==> src/rtl/vr_lsu_seq.sv <==
// Vector load/store sequencer: issues one word access per cycle to a combinational-read data memory.
// Optional bounds check enabled by defining VR_LSU_BOUNDS_CHK_EN.
//
// state  | meaning
// IDLE   | waiting for START; latches the command
// RUN    | one element access per cycle
// DONE   | one-cycle completion pulse
module vr_lsu_seq #(
   parameter int VLEN = 4,
   parameter int DW   = 32,
   parameter int VLW  = $clog2(VLEN) + 1
) (
   input  logic                 CLK,
   input  logic                 RST,
   input  logic                 START,
   input  logic                 OP,
   input  logic [31:0]          BASE,
   input  logic [31:0]          STRIDE,
   input  logic [VLW-1:0]       VL,
   input  logic [VLEN*DW-1:0]   VWD,
   output logic [VLEN*DW-1:0]   VRD,
   output logic                 BUSY,
   output logic                 DONE,
   output logic [31:0]          MEM_ADDR,
   output logic                 MEM_RW,
   output logic [DW-1:0]        MEM_WD,
   input  logic [DW-1:0]        MEM_RD,
   output logic                 ERR
);

   localparam logic [1:0] S_IDLE = 2'd0;
   localparam logic [1:0] S_RUN  = 2'd1;
   localparam logic [1:0] S_DONE = 2'd2;

   localparam logic [VLW-1:0] VLEN_W = VLW'(VLEN);

   logic [1:0]          state;
   logic                op_q;
   logic [31:0]         cur_addr;
   logic [31:0]         stride_q;
   logic [VLEN*DW-1:0]  vwd_q;
   logic [VLW-1:0]      vl_q;
   logic [VLW-1:0]      idx;
   logic [VLEN*DW-1:0]  vrd_q;
   logic [VLW-1:0]      vl_clamp;
   logic                elem_ok;

   assign vl_clamp = (VL > VLEN_W) ? VLEN_W : VL;

`ifdef VR_LSU_BOUNDS_CHK_EN
   logic err_q;

   assign elem_ok = (cur_addr < 32'd1024);
   assign ERR     = err_q;

   always_ff @(posedge CLK or posedge RST) begin
      if (RST)
         err_q <= 1'b0;
      else if (state == S_IDLE && START)
         err_q <= 1'b0;
      else if (state == S_RUN && !elem_ok)
         err_q <= 1'b1;
   end
`else
   assign elem_ok = 1'b1;
   assign ERR     = 1'b0;
`endif

   // Memory strobes decode from state so an async reset kills a write immediately.
   assign BUSY     = (state != S_IDLE);
   assign DONE     = (state == S_DONE);
   assign MEM_RW   = (state == S_RUN) && op_q && elem_ok;
   assign MEM_ADDR = (state == S_RUN) ? cur_addr : 32'd0;
   assign MEM_WD   = (state == S_RUN) ? vwd_q[idx*DW +: DW] : '0;
   assign VRD      = vrd_q;

   always_ff @(posedge CLK or posedge RST) begin
      if (RST) begin
         state    <= S_IDLE;
         op_q     <= 1'b0;
         cur_addr <= 32'd0;
         stride_q <= 32'd0;
         vwd_q    <= '0;
         vl_q     <= '0;
         idx      <= '0;
         vrd_q    <= '0;
      end else begin
         case (state)
            S_IDLE: begin
               if (START) begin
                  op_q     <= OP;
                  cur_addr <= BASE;
                  stride_q <= STRIDE;
                  vwd_q    <= VWD;
                  vl_q     <= vl_clamp;
                  idx      <= '0;
                  if (!OP)
                     vrd_q <= '0;
                  state <= (vl_clamp == '0) ? S_DONE : S_RUN;
               end
            end
            S_RUN: begin
               if (!op_q)
                  vrd_q[idx*DW +: DW] <= elem_ok ? MEM_RD : '0;
               cur_addr <= cur_addr + stride_q;
               idx      <= idx + 1'b1;
               if (idx == vl_q - 1'b1)
                  state <= S_DONE;
            end
            S_DONE: state <= S_IDLE;
            default: state <= S_IDLE;
         endcase
      end
   end

endmodule

==> config.mk <==
export PLATFORM = sky130hd
export DESIGN_NAME = vr_lsu_seq
export DESIGN_NICKNAME = d
export VERILOG_FILES = /design/src/rtl/vr_lsu_seq.sv
export SDC_FILE = /design/constraint.sdc
export NUM_CORES = 1
export LEC_CHECK = 0
export CAP_MARGIN = 15
export CORE_MARGIN = 2
export CORE_UTILIZATION = 40
export CTS_CLUSTER_DIAMETER = 80
export DETAILED_ROUTE_END_ITERATION = 10
export GPL_TIMING_DRIVEN = 0
export PLACE_DENSITY = 0.73
export SYNTH_ARGS = -nofsm -noshare
export SYNTH_HDL_FRONTEND = slang
export SYNTH_SLANG_ARGS = --single-unit
export TNS_END_PERCENT = 50
==> constraint.sdc <==
create_clock -name CLK -period 11.05 [get_ports CLK]
set_input_delay 2.21 -clock CLK [delete_from_list [all_inputs] [get_ports CLK]]
set_output_delay 2.21 -clock CLK [all_outputs]
set_load 0.05 [all_outputs]
### Word-level counts from Yosys, hierarchy flattened

Cells that the tools add are included.

* flip-flop bits (word level): 329
* bits in latches: 0
* RAM bits: 0
* memory bits (read-only): 0
* output and inout port bits: 196
* memories kept: 0

* add/subtract/negate cells: 4
* $mul: 0
* div/mod/pow operators: 0
* magnitude comparators: 1
* eq/ne operators: 7
* shifts and indexed selects: 3
* muxes and demuxes: 16
* bitwise logic cells: 0
* reductions and logical operators: 9

Operator list (count)
* $mux 128: 3
* $pmux 128 s2: 1
* $bwmux 128: 1
* $shift 32x34->128 const A: 1
* $shiftx 128x9->32: 1
* $shiftx 32x34->128: 1
* $mux 32: 3
* $pmux 32 s2: 1
* $neg 8->34: 1
* $add 32x32->32: 1
* $mux 2: 3
* $mux 3: 2
* $ne 2x2->1 const B: 3
* $pmux 3 s2: 1
* $reduce_and 2->1: 3
* $pmux 2 s2: 1
* $reduce_and 4->1: 1
* $reduce_bool 2->1: 2
* $add 3x1->3 const B: 1
* $eq 3x3->1: 1
* $gt 3x3->1 const B: 1
* $logic_not 3->1: 1
* $sub 3x1->3 const B: 1
* $eq 2x1->1 const B: 1
* 4 further kinds: 4

### Logic depth before layout (Yosys ltp)

* depth after elaboration: 6
* mapped depth: 12
* gate-level depth less buffers: 9

### Least setup slack after synthesis

No wires, ideal clock.

* path kind: reg2out
* start: reg state[0]
* end: out MEM_ADDR[25]
* arrival: 2041 ps
* path slack: 6799 ps
* stages on the path, launching flop included: 7
* path through: dfrtp_1 clkbuf_1 nor2b_1 clkbuf_1 clkbuf_1 clkbuf_1 and2_1

* cells in the longest elaborated chain, start to end: 2

RTL lines
* start, declared: RTL line 37 `logic [1:0] state;`
* start signal, assigned: RTL line 99 `state <= (vl_clamp == '0) ? S_DONE : S_RUN;`
* $eq 2x1->1: RTL line 73 `assign MEM_ADDR = (state == S_RUN) ? cur_addr : 32'd0;`
* $mux 32: RTL line 73
* end, declared: RTL line 24 `output logic [31:0] MEM_ADDR,`

Every way passes these cells.

### Worst setup path in the final report

* start: reg state[0]
* end: out MEM_ADDR[28]

The elaborated chain is that of the path after synthesis.

==> summary.md <==
| Metric | Value |
|---|---|
| Starting DRT DRC Count | 808 |
| Fillers | 3,258 |
| Yosys warns | 0 |
| Detailed placement HPWL | 38,900 µm |
| CP Cell Sequence | clkbuf_1 > nor2b_1 > clkbuf_1 > clkbuf_1 > clkbuf_1 > and2_1 > clkdlybuf4s50_1 |
| Area Growth Syn to Fin | 41.1% |
| PwrDens | 318 mW/mm² |
| Final hold vios | 0 |
| Net Count, Synth | 1,513 |
| Dominant synthesized flop cell | dfrtp_1 |
| # Post-CTS Setup Buffers | 0 |
| Critical path endpoint category | output port |
| Most instantiated cells after synthesis | 329 x dfrtp_1, 162 x mux2_2, 130 x a22o_1 |
| Layout Nets | 1,989 |
| Tmin final | 6.50 ns |
| Worst Tran Pin Value | 0.911 ns |
| Hold buffers post-CTS | 0 |
| Levels on crit path | 7 |
| RSZ-0062 raised after global routing | false |
| Pleak | 9.39 nW |
| Clock slew at reported path FFs | 0.06 ns |
| TritonCTS clock tree | built |
| Worst skew pair latency | 0.56 ns |
| H-tree lvl count | 2 |
| Yosys top cell area share | 53.3% |
| Unique masters post-synth | 68 |
| Status | finished clean |
| Total Power | 6.93 mW |
| Worst reg2reg setup slack | 7.26 ns |
| Worst hold stages | 1 |
| Worst path arrival time | 4.29 ns |
| First-pass GRT wire length | 80,100 µm |
| Worst hold slack | 0.502 ns |
| Placed cells | 2,199 |
| Count leader, synth | dfrtp_1 |
| Worst slew margin | 38.6% |
| Kind of critical path | flop to output port |
| Top cells by area, synth | dfrtp_1 53%, mux2_2 12%, a22o_1 7.4% |
| Worst Path Required | 8.84 ns |
| Maxcap violations | 0 |
| Top cell by count, worst path | clkbuf_1 |
| Routed via count | 12,500 |
| First-pass detailed-route iteration total | 5 |
| Delay-heaviest family, CP | buffers and inverters |
| Cell Area, Synth | 0.0155 mm² |
| Die Area | 0.0402 mm² |
| Worst path slowest cell | clkdlybuf4s50_1 |
| Vias in the first global route | 13,200 |
| Final setup fails | 0 |
| Ports | 427 |
| DR WL/cell | 22.7 µm |
| Die width | 201 µm |
| Fmax | 0.154 GHz |
| Worst-path fanout max | 10 |
| Worst min-delay path class | flop to flop |
| Clk buf depth | 3 |
| Critical Path Source Type | flop |
| Post-synth EDFFs | 0 |
| Synth Register Bits | 329 |
| Syn avg cell area | 12.4 µm² |
| Placer congestion estimate | 0.956 |
| Reg2Reg Depth | 12 |
| TritonCTS Buffers | 39 |
| Clk root buf | clkbuf_16 |
| DIE HEIGHT | 201 µm |
| DRC | 0 |
| Vias per cell | 5.50 |
| TritonCTS Sinks | 329 |
| Part of the cycle the worst path needs | 58.8% |
| Post-Layout Cell Count | 2,265 |
| Initial antenna violation count | 4 |
| Core box area | 0.0384 mm² |
| WL final | 51,500 µm |
| Largest area contributor in the netlist | dfrtp_1 |
| Setup TNS | 0 ns |
| PortBufs | 425 |
| Core Rows | 72 |
| CP Buf/Inv Count | 5 |
| Layout cell share with drive strength beyond 1 | 16.4% |
| Async SR Flop Fraction | 100% |
| Grt total ovfl | 0 |
| Antenna-violating nets left | 0 |
| Largest net degree at the start of global routing | 41 |
| Starting Density | 40.3% |
| Total track usage | 25.7% |
| Synth Instances | 1,246 |
| Crit path largest cell delay | 0.83 ns |
| Storage cell area | 0.00823 mm² |
| Max VDD drop | 0.221 mV |
| Sequential cell area fraction in the yosys report | 53.3% |
| Area of the multi-input gates | 0.00683 mm² |
| Slew Viols, Final | 0 |
| Worst Skew | 0.0251 ns |
| Post-CTS resize count | 0 |
==> registers in the layout, indices dropped and copies added, names as in the netlist <==
register  flops
op_q          1
cur_addr     32
vwd_q       128
stride_q     32
VRD         128
idx           3
state         2
vl_q          3
==> cells by family (layout without fill, tap and decap cells) <==
family / Yosys count / after routing / synth area share (%)
adders and majority gates: 36 / 36 / 2.96
buffers and inverters: 101 / 601 / 2.57
and+or+nand+nor: 267 / 267 / 8.89
muxes: 198 / 198 / 16.7
DFF: 329 / 329 / 53.3
other: 1 / 2 / 0.0243
xor gates and xnor gates: 18 / 18 / 1.02
AOI/OAI and AO/OA: 296 / 296 / 14.6
==> stage by stage <==
stage / worst slack [ns] / utilization (%) / instance area [µm²]
floorplan: 4.45 / - / 15500
global placement: 2.14 / 53.1 / 20400
detailed placement: 5.06 / 53.6 / 20600
CTS: 4.44 / 56.8 / 21800
global route: 4.24 / 56.8 / 21800
finish: 4.55 / 56.8 / 21800
==> final timing paths <==
check | startpoint | end
max in group asynchronous | RST | VRD[118]
worst min-delay path | vwd_q[105] | vwd_q[105]
min in group asynchronous | RST | vwd_q[0]
worst max register to register | idx[1] | VRD[66]
worst min register to register | vwd_q[105] | vwd_q[105]
worst max-delay path | state[0] | MEM_ADDR[28]
==> cell usage in the layout, fill, tap and decap left out, types with 6 or more instances in the layout <==
master and instances:
a21o_1 17, a21oi_1 42, a22o_1 130, a31oi_1 10, and2_1 33, and3_1 47, and4_1 6, buf_12 10
buf_2 11, clkbuf_1 80, clkbuf_16 39, clkbuf_8 9, clkdlybuf4s50_1 425, dfrtp_1 329, ha_1 35, inv_1 13
mux2_2 162, mux4_2 32, nand2_1 89, nand3_1 10, nor2_1 31, nor2b_1 9, nor3_1 13, o21a_1 6
o21ai_0 32, o21ai_1 6, or3_1 8, xnor2_1 10, xor2_1 8
==> worst reg2reg max path, cell delays in order, from the launching register on <==
cell      delay [ns]
dfrtp_1         0.34
clkbuf_1        0.47
clkbuf_1        0.60
inv_1           0.11
ha_1            0.22
ha_1            0.29
nor2b_1         0.17
nand2_1         0.08
nor3_1          0.22
and3_1          0.18
clkbuf_1        0.31
clkbuf_1        0.48
a22o_1          0.23
==> power by group <==
group          total, mW  leakage (nW)  switching (mW)  internal [mW]
clock               1.28         0.610           0.521          0.757
sequential          1.93          4.16           0.272           1.66
combinational       3.73          4.62            2.21           1.52
==> routing by layer <==
layer | routed length [µm] | up-vias | share of wire, % | global-route usage [%]
met2 | 24400 | 462 | 47 | 42.2
met4 | 1880 | 6 | 3.6 | 10.2
met3 | 4070 | 108 | 7.9 | 7.13
met1 | 21100 | 6291 | 41 | 32.3
met5 | 40 | - | 0.078 | 0
li1 | - | 5587 | - | -
==> layout make-up <==
class                      instances  area share, %
sequential                       329           37.7
multi-input combinational        816           31.3
timing repair buffer             435           20.4
clock buffer                      57           5.20
tap                              518           2.97
buffer                            87           1.58
clock inverter                     8          0.510
inverter                          14          0.258
antenna                            1         0.0115
Power figures use the tool's default switching activity.
